### src/rtl/isram_load_ctrl.sv
// Boot-time loader for the instruction SRAM: holds the CPU in reset, streams words into
// the four byte lanes, then hands the SRAM port to the CPU. Optional tail clear: ISRAM_LOAD_CLEAR_EN.
module isram_load_ctrl #(
  parameter int ADDR_W = 14,
  parameter int DEPTH  = 16384
) (
  input  logic              hclk,
  input  logic              hrst_b,
  input  logic              ld_start,
  input  logic [ADDR_W:0]   ld_len,
  input  logic              ld_vld,
  input  logic [31:0]       ld_data,
  output logic              ld_rdy,
  output logic              ld_done,
  output logic              ld_err,
  output logic              core_hold,
  input  logic              cpu_req,
  input  logic [3:0]        cpu_wen,
  input  logic [ADDR_W-1:0] cpu_addr,
  input  logic [31:0]       cpu_wdata,
  output logic              cpu_gnt,
  output logic [31:0]       cpu_rdata,
  output logic              ram_cen,
  output logic [3:0]        ram_wen,
  output logic [ADDR_W-1:0] ram_addr,
  output logic [31:0]       ram_din,
  input  logic [31:0]       ram_dout
);

  typedef enum logic [1:0] {
    S_IDLE  = 2'd0,
    S_LOAD  = 2'd1,
`ifdef ISRAM_LOAD_CLEAR_EN
    S_CLEAR = 2'd2,
`endif
    S_DONE  = 2'd3
  } state_e;

  localparam logic [ADDR_W:0] DEPTH_L = (ADDR_W+1)'(DEPTH);
  localparam logic [ADDR_W:0] LAST_L  = DEPTH_L - 1'b1;

  // Where the sequence goes once the loaded words run out before the end of the SRAM.
`ifdef ISRAM_LOAD_CLEAR_EN
  localparam state_e TAIL_STATE = S_CLEAR;
`else
  localparam state_e TAIL_STATE = S_DONE;
`endif

  state_e          state_q, state_d;
  logic [ADDR_W:0] ptr_q, ptr_d;
  logic [ADDR_W:0] cnt_q, cnt_d;
  logic            err_q, err_d;
  logic [ADDR_W:0] len_clamped;
  logic [31:0]     ld_data_lanes;

  assign len_clamped   = (ld_len > DEPTH_L) ? DEPTH_L : ld_len;
  assign ld_data_lanes = {ld_data[7:0], ld_data[15:8], ld_data[23:16], ld_data[31:24]};
  assign ld_err        = err_q;
  assign cpu_rdata     = ram_dout;

  always_comb begin
    // NOTE: every output and next-state value gets a default here so no path through
    // the case statement can leave one unassigned and infer a latch.
    state_d   = state_q;
    ptr_d     = ptr_q;
    cnt_d     = cnt_q;
    err_d     = err_q;
    core_hold = 1'b1;
    ld_rdy    = 1'b0;
    ld_done   = 1'b0;
    cpu_gnt   = 1'b0;
    ram_cen   = 1'b1;
    ram_wen   = 4'hF;
    ram_addr  = '0;
    ram_din   = '0;

    case (state_q)
      S_IDLE, S_DONE: begin
        if (ld_start) begin
          cnt_d   = len_clamped;
          ptr_d   = '0;
          err_d   = (ld_len > DEPTH_L);
          state_d = (ld_len == '0) ? TAIL_STATE : S_LOAD;
        end else if (state_q == S_DONE) begin
          core_hold = 1'b0;
          ld_done   = 1'b1;
          cpu_gnt   = 1'b1;
          ram_cen   = ~cpu_req;
          ram_wen   = ~cpu_wen;
          ram_addr  = cpu_addr;
          ram_din   = cpu_wdata;
        end
      end

      S_LOAD: begin
        ld_rdy   = 1'b1;
        ram_addr = ptr_q[ADDR_W-1:0];
        ram_din  = ld_data_lanes;
        if (ld_vld) begin
          ram_cen = 1'b0;
          ram_wen = 4'h0;
          ptr_d   = ptr_q + 1'b1;
          if (ptr_q == cnt_q - 1'b1) begin
            state_d = (cnt_q == DEPTH_L) ? S_DONE : TAIL_STATE;
          end
        end
      end

`ifdef ISRAM_LOAD_CLEAR_EN
      S_CLEAR: begin
        ram_cen  = 1'b0;
        ram_wen  = 4'h0;
        ram_addr = ptr_q[ADDR_W-1:0];
        ptr_d    = ptr_q + 1'b1;
        if (ptr_q == LAST_L) begin
          state_d = S_DONE;
        end
      end
`endif

      default: state_d = S_IDLE;
    endcase
  end

  // NOTE: only the control flops are reset; the SRAM array itself keeps whatever was
  // written, so a mid-load reset leaves partial contents behind by design.
  always_ff @(posedge hclk or negedge hrst_b) begin
    if (!hrst_b) begin
      state_q <= S_IDLE;
      ptr_q   <= '0;
      cnt_q   <= '0;
      err_q   <= 1'b0;
    end else begin
      // NOTE: non-blocking assignments so every flop samples pre-edge values.
      state_q <= state_d;
      ptr_q   <= ptr_d;
      cnt_q   <= cnt_d;
      err_q   <= err_d;
    end
  end

endmodule
### config.mk
export PLATFORM = sky130hd
export DESIGN_NAME = isram_load_ctrl
export DESIGN_NICKNAME = d
export VERILOG_FILES = /design/src/rtl/isram_load_ctrl.sv
export SDC_FILE = /design/constraint.sdc
export NUM_CORES = 1
export LEC_CHECK = 0
export ABC_AREA = 0
export BUFFER_PORTS_ARGS = -buffer_cell sky130_fd_sc_hd__buf_2
export CORE_MARGIN = 2
export CORE_UTILIZATION = 45
export DETAILED_ROUTE_END_ITERATION = 10
export GPL_ROUTABILITY_DRIVEN = 0
export GPL_TIMING_DRIVEN = 0
export PLACE_DENSITY_LB_ADDON = 0.25
export SETUP_SLACK_MARGIN = 0.4
export SYNTH_ARGS = -nofsm -noshare
export SYNTH_HDL_FRONTEND = slang
export SYNTH_SLANG_ARGS = --single-unit
### constraint.sdc
create_clock -name hclk -period 3.3 [get_ports hclk]
set_input_delay 0.165 -clock hclk [delete_from_list [all_inputs] [get_ports hclk]]
set_output_delay 0.165 -clock hclk [all_outputs]
set_load 0.05 [all_outputs]
==> out/metrics.csv <==
stage;metric;value;unit
floorplan;# rows;29;
cts;clock insertion delay at the later pin of the skew report;0.28;ns
cts;CTS tree;yes;
floorplan;core area;6460;µm²
synth;Yosys top cell area share;27.1;%
synth;ys async rst share;100;%
timing;RSZ-0062 raised after global routing;false;
detailed_routing;# DRC;0;
global_route;initial antenna violation count;0;
min_path;HP Class;in2reg;
floorplan;die area;7440;µm²
cts;CTS Buf Count;5;
critical_path;WP data required;3.13;ns
synth;synthesized area per cell;7.84;µm²
timing;Max Slew Vio Count;0;
detailed_routing;WL/cell;15.6;µm
timing;Final Skew;0.00413;ns
cts;root buf cell;clkbuf_8;
synth;Post-synth EDFFs;0;
place;HPWL Detailed;8450;µm
timing;period utilisation layout;81.4;%
global_route;Total GRT Usage;26.7;%
detailed_routing;vias per cell;5.45;
synth;Main synth FF type;dfrtp_1;
place;Placed Instances;654;
critical_path;critical path type;reg2out;
floorplan;# IOs;222;
power_and_ir_drop;Overall Power;0.00401;W
synth;Yosys warnings;0;
synth;Synth area leaders;dfrtp_1, a22oi_1, buf_4;
cells_and_area;Final nets;724;
critical_path;Startpoint Class;register;
cells_and_area;post-route insts no fill;663;
global_route;largest net degree at the start of global routing;34;
detailed_routing;Initial DRC Count;247;
floorplan;initial core utilization;47.1;%
cells_and_area;Finished Core Util;66.6;%
critical_path;Worst Path Max Fanout;10;
detailed_routing;drt pass-1 iters;5;
synth;Seq cells post-synth;33;
place;IO buf count;189;
run;max-capacitance violation count;0;
timing;Final Hold Viols;0;
timing;setup_tns;0;ns
synth;top-count cell post-synth;nor2_1;
detailed_routing;ANT nets after route;0;
power_and_ir_drop;Peak VDD IR;0.626;mV
synth;Post-Syn Instances;388;
timing;FMAX;372;MHz
run_status;outcome;finished, final reports clean;
cells_and_area;ant diodes;0;
cts;Num Clock Sinks;33;
floorplan;Die X;86.2;µm
floorplan;Die Ht;86.2;µm
timing;# setup viols final;0;
timing;slew margin rel.;51.2;%
cts;Post-CTS Setup Inserts;0;
timing;Min Clock Period, post-route;2.69;ns
synth;area leader, netlist;dfrtp_1;
cts;clk slew on worst S/H paths;0.06;ns
synth;Synth top cells by count;nor2_1, a22oi_1, nand2_1, buf_4, dfrtp_1;
cells_and_area;layout cells sized above 1;50.0;%
timing;Hold WS;0.115;ns
cells_and_area;Area growth, synth to finish;41.3;%
cts;Max Root-Sink Buffers;2;
cts;H-tree Lvls;2;
detailed_routing;DRT Wirelength;10400;µm
critical_path;crit end category;primary output;
synth;post-synthesis sequential area ratio;27.1;%
synth;Netlist Area Pre-Place;3040;µm²
synth;synth unique cells;52;
global_route;vias in the first global route;3486;
global_route;gr ovfl total;0;
detailed_routing;via count;3612;
global_route;first-pass GRT wire length;16200;µm
critical_path;WP data arrival;2.52;ns
synth;syn nets;527;
timing;worst slew pin tran;0.733;ns
power_and_ir_drop;Power per Cell Area;933;nW/µm²
power_and_ir_drop;LEAKAGE;2.24;nW
[report_power, final]
part           internal (W)  switching [W]  total, W
sequential         0.000512       0.000139  0.000652
combinational      0.000887        0.00214   0.00303
clock              0.000188       0.000142  0.000331
total               0.00159        0.00242   0.00401
[per-stage QoR]
stage	setup slack, ns	instance area, µm²
2_1_floorplan	0.362	3140
3_3_place_gp	0.528	4180
3_5_place_dp	0.435	4180
4_1_cts	0.459	4300
5_1_grt	0.415	4300
6_report	0.614	4300
[layout by cell type, fill, tap and decap left out, drive strengths merged, types with 7 or more instances in the layout]
cell type and n:
buf 229, nor2 66, a22oi 46, nand2 37, dfrtp 33, clkbuf 29, xor2 14, nand3 13
a22o 13, xnor2 11, a21oi 9, nor4 8, nor2b 7, o21ai 7, nor3 7, inv 7
[sequential cells by signal, summed over array words and instances, names as in the netlist]
register,flops
state_q,2
cnt_q,15
ptr_q,15
ld_err,1
[routing by layer]
metal  vias up  track usage [%]  share of wire (%)
met3        20             3.71                6.7
li1       1735                -                  -
met2       158             50.5                 54
met5         -                0                  0
met4         0             5.26                1.7
met1      1699             32.2                 38
[cells by family (layout without fill, tap and decap cells)]
logic type | after synthesis | in the layout | share of synthesized area [%]
compound gates | 90 | 90 | 22.3
buf+inv | 69 | 267 | 13.1
fa+ha+maj | 5 | 5 | 2.06
mux | 2 | 2 | 0.740
flops | 33 | 33 | 27.1
simple gates | 164 | 164 | 27.5
xor+xnor | 25 | 25 | 7.20
[worst paths after layout]
check	startpoint	end	slack (ns)	cells past startpoint
max in group asynchronous	hrst_b	cnt_q[10]	2.34	2
worst max register to register	state_q[0]	ptr_q[10]	0.78	8
worst max-delay path	state_q[0]	ram_din[19]	0.61	10
min in group asynchronous	hrst_b	ptr_q[11]	0.50	2
worst min register to register	ld_err	ld_err	0.50	2
worst min-delay path	ld_len[5]	cnt_q[5]	0.11	2
[what timing repair did]
item	CTS	global route
pin swaps	0	0
hold buffers	1	0
hold endpoints to repair	33	0
gates resized for setup	4	4
endpoints found under the setup margin	30	39
[cell type report]
class                           instances  area (µm²)
Fill cell                             583        2160
Multi-Input combinational cell        286        1920
Timing Repair Buffer                  190         956
Sequential cell                        33         826
Buffer                                 62         379
Clock buffer                            7        96.3
Tap cell                               77        96.3
Inverter                                7        26.3
Clock inverter                          1        5.00
[critical path, cell delays in order, from the launching register on]
cell	delay (ns)
dfrtp_1	0.42
inv_1	0.07
ha_1	0.29
clkbuf_2	0.20
nand2_1	0.08
inv_1	0.11
clkbuf_2	0.24
buf_2	0.28
a22oi_1	0.14
nor2_2	0.13
buf_2	0.29
No activity file was read; power rests on OpenSTA's default activity.
